$ cat config.mk
export PLATFORM = sky130hd
export DESIGN_NAME = eth_stream_arbiter
export DESIGN_NICKNAME = d
export VERILOG_FILES = /design/src/rtl/eth_stream_arbiter.sv
export SDC_FILE = /design/constraint.sdc
export NUM_CORES = 1
export LEC_CHECK = 0
export BUFFER_PORTS_ARGS = -buffer_cell sky130_fd_sc_hd__buf_2
export CAP_MARGIN = 30
export CORE_AREA = 5 5 302 304
export CTS_CLUSTER_DIAMETER = 120
export CTS_CLUSTER_SIZE = 40
export DETAILED_ROUTE_END_ITERATION = 16
export DIE_AREA = 0 0 307 309
export GPL_TIMING_DRIVEN = 0
export PLACE_DENSITY = 0.44
export SETUP_SLACK_MARGIN = 0.02
export SLEW_MARGIN = 5
export SYNTH_ARGS = -nofsm -noshare
export SYNTH_HDL_FRONTEND = slang
export SYNTH_SLANG_ARGS = --single-unit
export TNS_END_PERCENT = 10
$ cat constraint.sdc
create_clock -name clk -period 3.2 [get_ports clk]
set_clock_uncertainty 0.05 [all_clocks]
set_input_delay 0.32 -clock clk [delete_from_list [all_inputs] [get_ports clk]]
set_output_delay 0.32 -clock clk [all_outputs]
set_load 0.1 [all_outputs]
$ cat src/rtl/eth_stream_arbiter.sv
// Round-robin packet arbiter merging the AXI tap sources into one AXI-Stream via a 2-entry FWFT FIFO.
// Optional ETH_ARB_STATS_EN adds a saturating pkt_count output.
//
// state | meaning
// IDLE  | no grant; pick the next requesting source round-robin from rr_ptr
// GRANT | source gnt owns the output until it delivers a beat with in_progress=0
module eth_stream_arbiter #(
  parameter int DATA_WIDTH = 128,
  parameter int NUM_SRC    = 5,
  localparam int SRC_W     = $clog2(NUM_SRC)
) (
  input  logic                          clk,
  input  logic                          resetn,
  input  logic [NUM_SRC-1:0]            src_valid,
  input  logic [NUM_SRC-1:0]            src_in_progress,
  input  logic [NUM_SRC*DATA_WIDTH-1:0] src_data,
  output logic [NUM_SRC-1:0]            src_ready,
  output logic [DATA_WIDTH-1:0]         m_axis_tdata,
  output logic [SRC_W-1:0]              m_axis_tid,
  output logic                          m_axis_tlast,
  output logic                          m_axis_tvalid,
  input  logic                          m_axis_tready
`ifdef ETH_ARB_STATS_EN
  ,
  output logic [31:0]                   pkt_count
`endif
);

  typedef enum logic [0:0] {IDLE = 1'b0, GRANT = 1'b1} state_t;

  state_t           state, state_nxt;
  logic [SRC_W-1:0] gnt, gnt_nxt;
  logic [SRC_W-1:0] rr_ptr, rr_nxt;
  logic [SRC_W-1:0] rr_pick;
  logic [SRC_W:0]   idx_sum;

  logic                  push, pop, push_last;
  logic [DATA_WIDTH-1:0] push_data;
  logic                  fifo_full;
  logic [1:0]            count, count_nxt;
  logic                  wr_ptr, rd_ptr;
  logic [DATA_WIDTH-1:0] fifo_data [2];
  logic [SRC_W-1:0]      fifo_id   [2];
  logic                  fifo_last [2];

  // Lowest offset from rr_ptr wins, so scan offsets from high to low.
  always_comb begin
    rr_pick = rr_ptr;
    idx_sum = '0;
    for (int k = NUM_SRC - 1; k >= 0; k--) begin
      idx_sum = {1'b0, rr_ptr} + (SRC_W+1)'(k);
      if (idx_sum >= (SRC_W+1)'(NUM_SRC)) idx_sum = idx_sum - (SRC_W+1)'(NUM_SRC);
      if (src_valid[idx_sum[SRC_W-1:0]]) rr_pick = idx_sum[SRC_W-1:0];
    end
  end

  always_ff @(posedge clk or negedge resetn) begin
    if (!resetn) begin
      state  <= IDLE;
      gnt    <= '0;
      rr_ptr <= '0;
    end else begin
      state  <= state_nxt;
      gnt    <= gnt_nxt;
      rr_ptr <= rr_nxt;
    end
  end

  assign push_last = ~src_in_progress[gnt];
  assign push_data = src_data[int'(gnt)*DATA_WIDTH +: DATA_WIDTH];

  // src_ready depends only on registered state, never on m_axis_tready.
  always_comb begin
    state_nxt = state;
    gnt_nxt   = gnt;
    rr_nxt    = rr_ptr;
    src_ready = '0;
    push      = 1'b0;
    case (state)
      IDLE: begin
        if (|src_valid) begin
          gnt_nxt   = rr_pick;
          state_nxt = GRANT;
        end
      end
      GRANT: begin
        src_ready[gnt] = ~fifo_full;
        push           = src_valid[gnt] & ~fifo_full;
        if (push && push_last) begin
          state_nxt = IDLE;
          rr_nxt    = (gnt == SRC_W'(NUM_SRC - 1)) ? '0 : gnt + SRC_W'(1);
        end
      end
    endcase
  end

  assign fifo_full     = (count == 2'd2);
  assign m_axis_tvalid = (count != 2'd0);
  assign m_axis_tdata  = fifo_data[rd_ptr];
  assign m_axis_tid    = fifo_id[rd_ptr];
  assign m_axis_tlast  = fifo_last[rd_ptr];
  assign pop           = m_axis_tvalid & m_axis_tready;

  always_comb begin
    count_nxt = count;
    case ({push, pop})
      2'b10:   count_nxt = count + 2'd1;
      2'b01:   count_nxt = count - 2'd1;
      default: count_nxt = count;
    endcase
  end

  // Entries are cleared on reset so the outputs read back as zero immediately.
  always_ff @(posedge clk or negedge resetn) begin
    if (!resetn) begin
      count  <= '0;
      wr_ptr <= 1'b0;
      rd_ptr <= 1'b0;
      for (int e = 0; e < 2; e++) begin
        fifo_data[e] <= '0;
        fifo_id[e]   <= '0;
        fifo_last[e] <= 1'b0;
      end
    end else begin
      if (push) begin
        fifo_data[wr_ptr] <= push_data;
        fifo_id[wr_ptr]   <= gnt;
        fifo_last[wr_ptr] <= push_last;
        wr_ptr            <= ~wr_ptr;
      end
      if (pop) rd_ptr <= ~rd_ptr;
      count <= count_nxt;
    end
  end

`ifdef ETH_ARB_STATS_EN
  logic [31:0] pkt_count_q;

  always_ff @(posedge clk or negedge resetn) begin
    if (!resetn) begin
      pkt_count_q <= '0;
    end else if (pop && m_axis_tlast && (pkt_count_q != 32'hFFFF_FFFF)) begin
      pkt_count_q <= pkt_count_q + 32'd1;
    end
  end

  assign pkt_count = pkt_count_q;
`endif

endmodule

==> key figures <==
Outcome
  • Status: complete, no violations

CTS
  • Skew-Pair Late Insertion Delay: 0.52 ns
  • # H-tree levels: 1
  • CTS Root Cell: clkbuf_16
  • CTS clk-pin slew, worst paths: 0.15 ns
  • CTS max path bufs: 3
  • Num CTS Buffers: 13
  • TritonCTS clock tree: built
  • CTS sink cnt: 275

Drt
  • Vias per inst: about 4.5
  • WL/cell: 23.3 µm
  • First-iteration detailed-routing DRC count: about 800
  • Post-DRT Antenna Nets: 0
  • Drt first pass iters: 4
  • Detailed-route via count: 16598
  • DRC Markers: 0
  • WL final: 85800 µm

STA
  • Fmax: 326 MHz
  • Crit share post-route: 96.0%
  • Hold slack: about 0.043 ns
  • RSZ-0062 raised after global routing: yes
  • Min Tclk post-route: roughly 3.1 ns
  • Hold Violations, Final: 0
  • PnR worst setup slack: 0.128 ns
  • Final Max Tran Viols: 0
  • Slew margin rel.: 35.6%
  • Worst slew pin tran: 0.967 ns
  • Final setup fails: 0

Layout
  • Commonest non-fill, non-tap cells in the layout: buf_2, a21oi_1, dfrtp_1
  • Post-layout nets: 3177
  • Multi-input gate area: 0.00972 mm²
  • Most common cell after layout, fill and taps aside: buf_2
  • Filler cells: 9649
  • Final instance area: between 0.02 and 0.025 mm²
  • Area grow syn2layout: 39.6%
  • Layout cells sized above 1: between 40% and 50%
  • FF/Latch Area: between 0.006 and 0.007 mm²
  • Layout Utilization: around 27%

Setup path
  • Critical Path RT: about 3.6 ns
  • Critical path arrival: 3.43 ns
  • Crit path kind: reg -> reg
  • Top fanout value on the critical path: 10
  • Worst path max stage delay: between 0.4 and 0.5 ns
  • Crit path top cell by count: buf_6
  • Crit path launch type: register
  • CP Buf/Inv Count: 5
  • Slowest CP cell: dfrtp_2
  • Cell family with most CP delay: compound AO/OA/AOI/OAI gates
  • Crit-path cells: buf_6 -> buf_6 -> clkinv_4 -> ha_1 -> inv_1 -> fa_2 -> nor2_4 -> buf_4 -> a311oi_2 -> a211oi_2 -> or2_2 -> a221o_1 -> nand4b_1 -> a21oi_1
  • CP endpoint kind: register

Global routing
  • Initial antenna violation count: 14
  • Largest net degree at the start of global routing: 104
  • Congestion Overflow GR: 0
  • Vias in the first global route: 17546
  • Gr usage total: 16.9%
  • First-pass GRT wire length: 120000 µm

Floorplan
  • Boundary pin count: 791
  • Die width: 307 µm
  • Starting density of the core: 19.5%
  • Rows: between 100 and 150
  • Die height: 309 µm
  • DIE AREA: 0.0949 mm²
  • Core area: 0.0880 mm²

Synth
  • Net Count, Synth: around 2300
  • Avg Inst Size Synth: 10.3 µm²
  • Post-synth EDFFs: 0
  • Async set-reset flop share out of synthesis: 100%
  • Synthesized area: approximately 0.017 mm²
  • Sequential cell area fraction in the yosys report: approximately two fifths
  • Cell count after synthesis: 1659
  • Dominant cell type by area after synthesis: dfrtp_1
  • Synth unique cells: 59
  • Dominant synthesized flop cell: dfrtp_1
  • Yosys reg bits: 275
  • Yosys warns: 0
  • Top-area cell type share of the netlist area: between 40 and 50%
  • Ranking of synthesized cells by area: dfrtp_1, mux4_2, mux2_2, a21oi_1, nor2_1

Placement
  • Dpl ws: -1.17 ns
  • Post-Place Cell Area: 0.0228 mm²
  • I/O Buffers: between 700 and 800
  • HPWL Detailed: about 70000 µm
  • RePlAce Congestion: 0.825

Worst hold path
  • Hold Crit Class: in -> reg

Flow run
  • Max cap viols: 0
cell usage after synthesis, drive strengths merged (2+ instances only):
cell type and number:
and3 4, xor2 3, nor2b 122, o2bb2ai 2, ha 12, mux2i 29
mux2 174, inv 12, a211oi 3, dfrtp 275, a21o 2, clkbuf 71
o22ai 17, a22oi 19, a32oi 2, mux4 113, nor4 4, o31ai 3
nand3 2, nor3 5, nand4b 2, o21ai 14, nand2b 7, a21oi 367
nor2 268, and3b 2, or2 3, a2bb2oi 2, nand2 17, nor3b 2
o211ai 4, and2 4, buf 71, a2111oi 2, xnor2 6
routing by layer:
layer / part of all wire (%) / routed length (µm) / global-route usage [%]
met4: 2.8 / 2390 / 4.35
met1: 42 / 36100 / 21.7
met5: 0.066 / 57 / 0
met3: 6.2 / 5340 / 3.44
met2: 49 / 41900 / 29.3
area by class of cell:
| cell class | count | area share, % |
|---|---|---|
| Sequential cell | 275 | 28.8 |
| Tap cell | 1165 | 6.10 |
| Inverter | 13 | 0.225 |
| Buffer | 139 | 3.03 |
| Clock inverter | 8 | 0.612 |
| Antenna cell | 6 | 0.0628 |
| Clock buffer | 13 | 1.36 |
| Multi-Input combinational cell | 1229 | 40.6 |
| Timing Repair Buffer | 840 | 19.2 |
sequential cells by signal, summed over array words and instances, names as in the netlist:
signal / cells
fifo_id: 6
rd_ptr: 1
fifo_data: 256
count: 2
wr_ptr: 1
state: 1
rr_ptr: 3
fifo_last: 2
gnt: 3
worst register-to-register path, stage by stage, from the launching register on:
cell and delay, ns:
dfrtp_2 0.42, buf_6 0.17, buf_6 0.16, clkinv_4 0.10, ha_1 0.22, inv_1 0.07
fa_2 0.26, nor2_4 0.08, buf_4 0.14, a311oi_2 0.33, a211oi_2 0.15, or2_2 0.32
a221o_1 0.29, nand4b_1 0.11, a21oi_1 0.07
worst paths after layout:
kind	startpoint	slack, ns	cells after the start	to
setup / recovery	rr_ptr[0]$_DFFE_PN0P_	0.13	14	gnt[1]$_DFFE_PN0P_
hold / removal	src_data[573]	0.04	3	fifo_data[189]$_DFFE_PN0P_
setup reg to reg	rr_ptr[0]$_DFFE_PN0P_	0.13	14	gnt[1]$_DFFE_PN0P_
hold reg to reg	fifo_data[180]$_DFFE_PN0P_	0.47	1	fifo_data[180]$_DFFE_PN0P_
max in group asynchronous	resetn	1.72	3	rr_ptr[0]$_DFFE_PN0P_
min in group asynchronous	resetn	0.29	2	fifo_data[99]$_DFFE_PN0P_
kinds of logic (layout without fill, tap and decap cells):
| family | Yosys count | in the layout | synth area share [%] |
|---|---|---|---|
| AO/OA/AOI/OAI | 445 | 445 | 14.1 |
| XOR/XNOR | 9 | 9 | 0.504 |
| adder cells (fa/ha/maj) | 13 | 13 | 0.993 |
| buffers and inverters | 155 | 1013 | 3.95 |
| flip-flops | 275 | 275 | 40.2 |
| multiplexers | 316 | 316 | 28.0 |
| other | 0 | 6 | 0 |
| AND/OR/NAND/NOR | 446 | 446 | 12.3 |
timing repair:
item,CTS,global route
hold endpoints to repair,99,0
resized for setup,60,24
hold buffers,24,0
endpoints found under the setup margin,388,109
buffers inserted,4,9
pin swaps,1,6
per-stage QoR:
| stage | setup TNS (ns) | cells |
|---|---|---|
| after floorplan | -0.255 | 1659 |
| after global placement | -1492.78 | 3611 |
| after detailed placement | -169.62 | 3627 |
| after CTS | -0.0393 | 3673 |
| after global routing | -0.0200 | 3683 |
| final | 0 | 3688 |
Power is not shown: default switching activity piles up to over one toggle a cycle in this logic, so the estimate is an artifact.
